$ cat src/rtl/dmem_fill_pkg.sv
// dmem_fill_pkg: FSM encoding, beat width and beat-counter width shared by dmem_fill and its buffer.
package dmem_fill_pkg;
    localparam int BEAT_W = 64;
    typedef enum logic [1:0] {IDLE, ADDR, COLLECT, RESP} state_e;
    function automatic int cnt_w(input int line_w);
        return (line_w / BEAT_W > 1) ? $clog2(line_w / BEAT_W) : 1;
    endfunction
endpackage

$ cat src/rtl/dmem_fill_lbuf.sv
// dmem_fill_lbuf: one-entry last-line buffer (tag, line, valid), present only with DMEM_FILL_LBUF_EN.
// A snoop to the held block (or to the block being written) drops the entry.
`ifdef DMEM_FILL_LBUF_EN
module dmem_fill_lbuf #(
    parameter int LINE_W = 256,
    parameter int BLK_W  = 59
) (
    input  logic              clk,
    input  logic              rst,
    input  logic              wr_i,
    input  logic [BLK_W-1:0]  wr_tag_i,
    input  logic [LINE_W-1:0] wr_line_i,
    input  logic              snp_i,
    input  logic [BLK_W-1:0]  snp_blk_i,
    input  logic [BLK_W-1:0]  tag_i,
    output logic              hit_o,
    output logic [LINE_W-1:0] line_o
);
    logic [BLK_W-1:0]  tag_q;
    logic [LINE_W-1:0] line_q;
    logic              valid_q, valid_d;
    always_comb begin
        valid_d = wr_i ? !(snp_i && snp_blk_i == wr_tag_i)
                       : valid_q && !(snp_i && snp_blk_i == tag_q);
    end
    always_ff @(posedge clk) begin
        if (rst) begin
            tag_q   <= '0;
            line_q  <= '0;
            valid_q <= 1'b0;
        end else begin
            valid_q <= valid_d;
            if (wr_i) begin
                tag_q  <= wr_tag_i;
                line_q <= wr_line_i;
            end
        end
    end
    assign hit_o  = valid_q && tag_q == tag_i;
    assign line_o = line_q;
endmodule
`endif

$ cat src/rtl/dmem_fill.sv
// dmem_fill: L1 line-fill engine collecting 64-bit beats into a line, with snoop invalidation and refetch.
// Optional last-line buffer behind macro DMEM_FILL_LBUF_EN.
module dmem_fill
    import dmem_fill_pkg::*;
#(
    parameter int LINE_W = 256,
    parameter int BLK_W  = 59
) (
    input  logic              clk,
    input  logic              rst,
    input  logic [BLK_W-1:0]  b_addr_d,
    input  logic              b_rd_d,
    output logic [LINE_W-1:0] b_data_in_d,
    output logic              b_dv_d,
    output logic [63:0]       m_addr,
    output logic              m_rd,
    input  logic [63:0]       m_data,
    input  logic              m_ack,
    input  logic [63:0]       snp_addr,
    input  logic              snp_wr,
    output logic [BLK_W-1:0]  inv_addr,
    output logic              inv
);
    localparam int BEATS = LINE_W / BEAT_W;
    localparam int CW    = cnt_w(LINE_W);
    localparam int OFF_W = 64 - BLK_W;
    localparam logic [CW-1:0] LAST = CW'(BEATS - 1);

    state_e            state_q, state_d;
    logic [BLK_W-1:0]  blk_q, blk_d, inv_addr_q, snp_blk;
    logic [CW-1:0]     cnt_q, cnt_d;
    logic [LINE_W-1:0] line_q, line_d, lb_line;
    logic              stale_q, stale_d, arm_q, inv_q, snp_hit, lb_hit, refetch;
    logic              unused_snp;

    assign snp_blk    = snp_addr[63 -: BLK_W];
    assign snp_hit    = snp_wr && snp_blk == blk_q;
    assign unused_snp = ^snp_addr[OFF_W-1:0];

`ifdef DMEM_FILL_LBUF_EN
    dmem_fill_lbuf #(.LINE_W(LINE_W), .BLK_W(BLK_W)) u_lbuf (
        .clk       (clk),
        .rst       (rst),
        .wr_i      (state_q == RESP),
        .wr_tag_i  (blk_q),
        .wr_line_i (line_q),
        .snp_i     (snp_wr),
        .snp_blk_i (snp_blk),
        .tag_i     (b_addr_d),
        .hit_o     (lb_hit),
        .line_o    (lb_line)
    );
`else
    assign lb_hit  = 1'b0;
    assign lb_line = '0;
`endif

    always_comb begin
        state_d = state_q;
        blk_d   = blk_q;
        cnt_d   = cnt_q;
        stale_d = stale_q;
        line_d  = line_q;
        refetch = 1'b0;
        m_rd    = 1'b0;
        m_addr  = '0;
        b_dv_d  = 1'b0;
        case (state_q)
            IDLE: state_d = (b_rd_d && arm_q) ? ADDR : IDLE;
            ADDR: begin
                blk_d   = b_addr_d;
                cnt_d   = '0;
                stale_d = 1'b0;
                state_d = !b_rd_d ? IDLE : lb_hit ? RESP : COLLECT;
                line_d  = (b_rd_d && lb_hit) ? lb_line : line_q;
            end
            COLLECT: begin
                m_rd    = 1'b1;
                m_addr  = {blk_q, OFF_W'({cnt_q, 3'b000})};
                stale_d = stale_q | snp_hit;
                if (m_ack) begin
                    for (int l = 0; l < BEATS; l++)
                        if (cnt_q == CW'(l)) line_d[l*BEAT_W +: BEAT_W] = m_data;
                    cnt_d = cnt_q + 1'b1;
                    if (cnt_q == LAST) begin
                        // a store that raced this pass forces a full second pass
                        refetch = stale_d;
                        cnt_d   = '0;
                        stale_d = 1'b0;
                        state_d = refetch ? COLLECT : RESP;
                    end
                end
            end
            RESP: begin
                b_dv_d  = 1'b1;
                state_d = IDLE;
            end
            default: state_d = IDLE;
        endcase
    end

    always_ff @(posedge clk) begin
        if (rst) begin
            state_q    <= IDLE;
            blk_q      <= '0;
            cnt_q      <= '0;
            stale_q    <= 1'b0;
            line_q     <= '0;
            arm_q      <= 1'b1;
            inv_q      <= 1'b0;
            inv_addr_q <= '0;
        end else begin
            state_q    <= state_d;
            blk_q      <= blk_d;
            cnt_q      <= cnt_d;
            stale_q    <= stale_d;
            line_q     <= line_d;
            arm_q      <= (state_q == RESP) ? 1'b0 : (arm_q | ~b_rd_d);
            inv_q      <= snp_wr;
            inv_addr_q <= snp_wr ? snp_blk : inv_addr_q;
        end
    end

    assign b_data_in_d = line_q;
    assign inv         = inv_q;
    assign inv_addr    = inv_addr_q;
endmodule
$ cat config.mk
export PLATFORM = sky130hd
export DESIGN_NAME = dmem_fill
export DESIGN_NICKNAME = d
export VERILOG_FILES = /design/src/rtl/dmem_fill_pkg.sv /design/src/rtl/dmem_fill_lbuf.sv /design/src/rtl/dmem_fill.sv
export SDC_FILE = /design/constraint.sdc
export NUM_CORES = 1
export LEC_CHECK = 0
export BUFFER_PORTS_ARGS = -buffer_cell sky130_fd_sc_hd__clkbuf_2
export CAP_MARGIN = 10
export CORE_AREA = 10 10 216 218
export DETAILED_ROUTE_END_ITERATION = 8
export DIE_AREA = 0 0 226 228
export PLACE_DENSITY = 0.65
export SYNTH_ARGS = -nofsm -noshare
export SYNTH_HDL_FRONTEND = slang
export SYNTH_HIERARCHICAL = 1
export SYNTH_SLANG_ARGS = --single-unit
$ cat constraint.sdc
create_clock -name clk -period 3.94 [get_ports clk]
set_input_delay 0.197 -clock clk [delete_from_list [all_inputs] [get_ports clk]]
set_output_delay 0.197 -clock clk [all_outputs]
set_load 0.02 [all_outputs]
==> run metrics <==
Mapped Cells=1711; most common cell in the netlist=nand2_1; hpwl dp=41000 um; Skew-Pair Late Insertion Delay=0.56 ns; endpoints failing hold=0; leak pwr=8.97 nW; kind of end point of the critical path=primary output; GPL Wtd Cong=around 0.82; final period utilization=0.707; DIE HEIGHT=about 230 um; Setup-failing EPs final=0; CP Buf/Inv Count=4; Cell Area, Placed=around 18000 um2; CP dominant cell by count=inv_1; CTS clock-pin slew for the worst setup and hold paths=approximately 0.06 ns; Ports=between 500 and 600; f_max=359 MHz; Yosys top cell by area=dfxtp_1; DRT iter0 DRCs=1010; Die Area=51500 um2; dpl cells=approximately 2700; DR DRC count=0; prevailing post-synth register cell=dfxtp_1; post-synthesis cell area=between 10000 and 15000 um2; Avg WL per Cell=19.9 um; Sink Count=~380; Final nets=2599; Least-Margin Pin Slew=~1.2 ns; synthesized flop and latch total=~380; max-slew violation count=0; startpoint types=flop; core box area=roughly 43000 um2; std cell rows=76; Max-cap violations=0; aggregate global-route resource usage=0.218; worst path cell trace=inv_1 -> ha_2 -> buf_4 -> inv_1 -> nor2_1 -> clkbuf_2; Crit Path Category=reg -> out; Pwr per Cell Area=~420 nW/um2; first-pass GRT wire length=88000 um; clock skew after layout=0.00863 ns; number of synthesized flops with an enable pin=0; Starting Density=0.338; WP data required=between 3 and 4 ns; slowest CP cell=buf_4; initial antenna violation count=6; # resized after CTS=0; Non-Filler Instances=2982; status=complete, no violations; area grow syn2layout=45.0%; CP arrival=2.59 ns; minimum clock period=2.79 ns; FFs w/ async S/R, synth=0; maximum clock path buffer count=3; CTS tree=done; Seq/Total Area, Yosys=0.530; warnings from Yosys=6; number of routed nets with antenna violations=0; Synth top area share=0.530; worst min path class=in -> reg; Post-synth top cells=nand2_1, dfxtp_1, a21oi_1; fin area=20900 um2; cell family with most CP delay=buffers and inverters; H-Tree Depth=2; Max IR drop VDD=0.299 mV; CP max stage delay=0.49 ns; number of CTS-inserted buffers=41; critical path fanouts, max=64; Vias=14514; RSZ-0062 raised after global routing=false; Synth cell types=37; setup TNS=0 ns; share of cells above drive strength 1=0.272; chip width=about 230 um; Routed WL=59200 um; top area cells in the synthesized netlist=dfxtp_1, nand2_1, a21oi_1; root buf cell=clkbuf_16; vias in the first global route=14391; grt total ovfl=0; # port buffers=565; Syn Area/Cell=8.40 um2; Pre-Repair DR Iteration Count=5; Slew HR=0.217; via-per-instance ratio=4.87; largest net degree at the start of global routing=about 120
[kinds of logic (layout without fill, tap and decap cells)]
family | Yosys count | after routing | share of synthesized area
other cells | 1 | 8 | 0.000261
flops | 381 | 381 | 0.530
compound gates | 276 | 276 | 0.0997
xor+xnor | 45 | 45 | 0.0274
buf+inv | 135 | 853 | 0.0396
fa+ha+maj | 8 | 8 | 0.00696
simple gates | 747 | 747 | 0.214
mux | 118 | 118 | 0.0821
[routing by layer]
layer / share of wire / vias to the layer above / global-route usage
li1: - / 6916 / -
met1: 0.38 / 6716 / 0.247
met2: 0.48 / 739 / 0.362
met3: 0.097 / 143 / 0.0694
met4: 0.047 / 0 / 0.112
met5: 0 / - / 0
[registers in the layout (all words and copies together) (netlist names), named ones only]
register / count
inv_addr: 59
inv: 1
arm_q: 1
b_data_in_d: 256
state_q: 1
blk_q: 59
stale_q: 1
cnt_q: 2
[stage by stage]
step           hold WS (ns)  power [mW]  setup WS [ns]   util
2_1_floorplan         0.333        4.36           2.08      -
3_3_place_gp          0.433        4.64           1.41  0.414
3_5_place_dp          0.439        4.65           1.33  0.414
4_1_cts               0.108        8.85          0.997  0.490
5_1_grt               0.136        9.09          0.898  0.491
6_report             0.0997        8.77           1.15  0.491
[report_power, final]
part	switching, mW	internal [mW]	leakage (nW)	total, mW
registers	0.0575	3.93	3.09	3.98
logic	0.412	0.341	5.19	0.754
clock network	1.65	2.38	0.697	4.03
total	2.12	6.65	8.97	8.77
[path summary, 6_finish.rpt]
check | start | cells past startpoint | end | slack, ns
setup / recovery | state_q[0]$_SDFFE_PP0P_ | 6 | m_addr[3] | 1.15
hold / removal | rst | 2 | b_data_in_d[119]$_SDFFE_PP0P_ | 0.1
setup reg to reg | state_q[0]$_SDFFE_PP0P_ | 7 | b_data_in_d[14]$_SDFFE_PP0P_ | 1.33
hold reg to reg | b_data_in_d[108]$_SDFFE_PP0P_ | 2 | b_data_in_d[108]$_SDFFE_PP0P_ | 0.45
[area by class of cell]
cell class                      count  area (um2)
Antenna cell                        5        12.5
Clock buffer                       58        1180
Clock inverter                     17         239
Fill cell                        3954       21700
Inverter                           15        56.3
Multi-Input combinational cell   1197        6220
Sequential cell                   381        7630
Tap cell                          546         683
Timing Repair Buffer              763        4830
[what timing repair did]
item | 4_1_cts | 5_1_grt
hold buffers | 183 | 0
endpoints found under the hold margin | 376 | 0
setup buffers | 0 | 0
[layout by cell type, fill, tap and decap left out, types with 9 or more instances in the layout]
cell,synthesis,layout
a21oi_1,260,260
and2_1,57,57
buf_4,3,12
clkbuf_16,0,41
clkbuf_2,0,563
clkbuf_8,0,9
dfxtp_1,381,381
dlygate4sd3_1,0,183
inv_1,14,14
mux2i_1,118,118
nand2_1,520,516
nor2_1,129,129
nor2b_1,9,9
xnor2_1,28,28
xor2_1,17,17
Note: power is estimated with default switching activity, not from simulation.
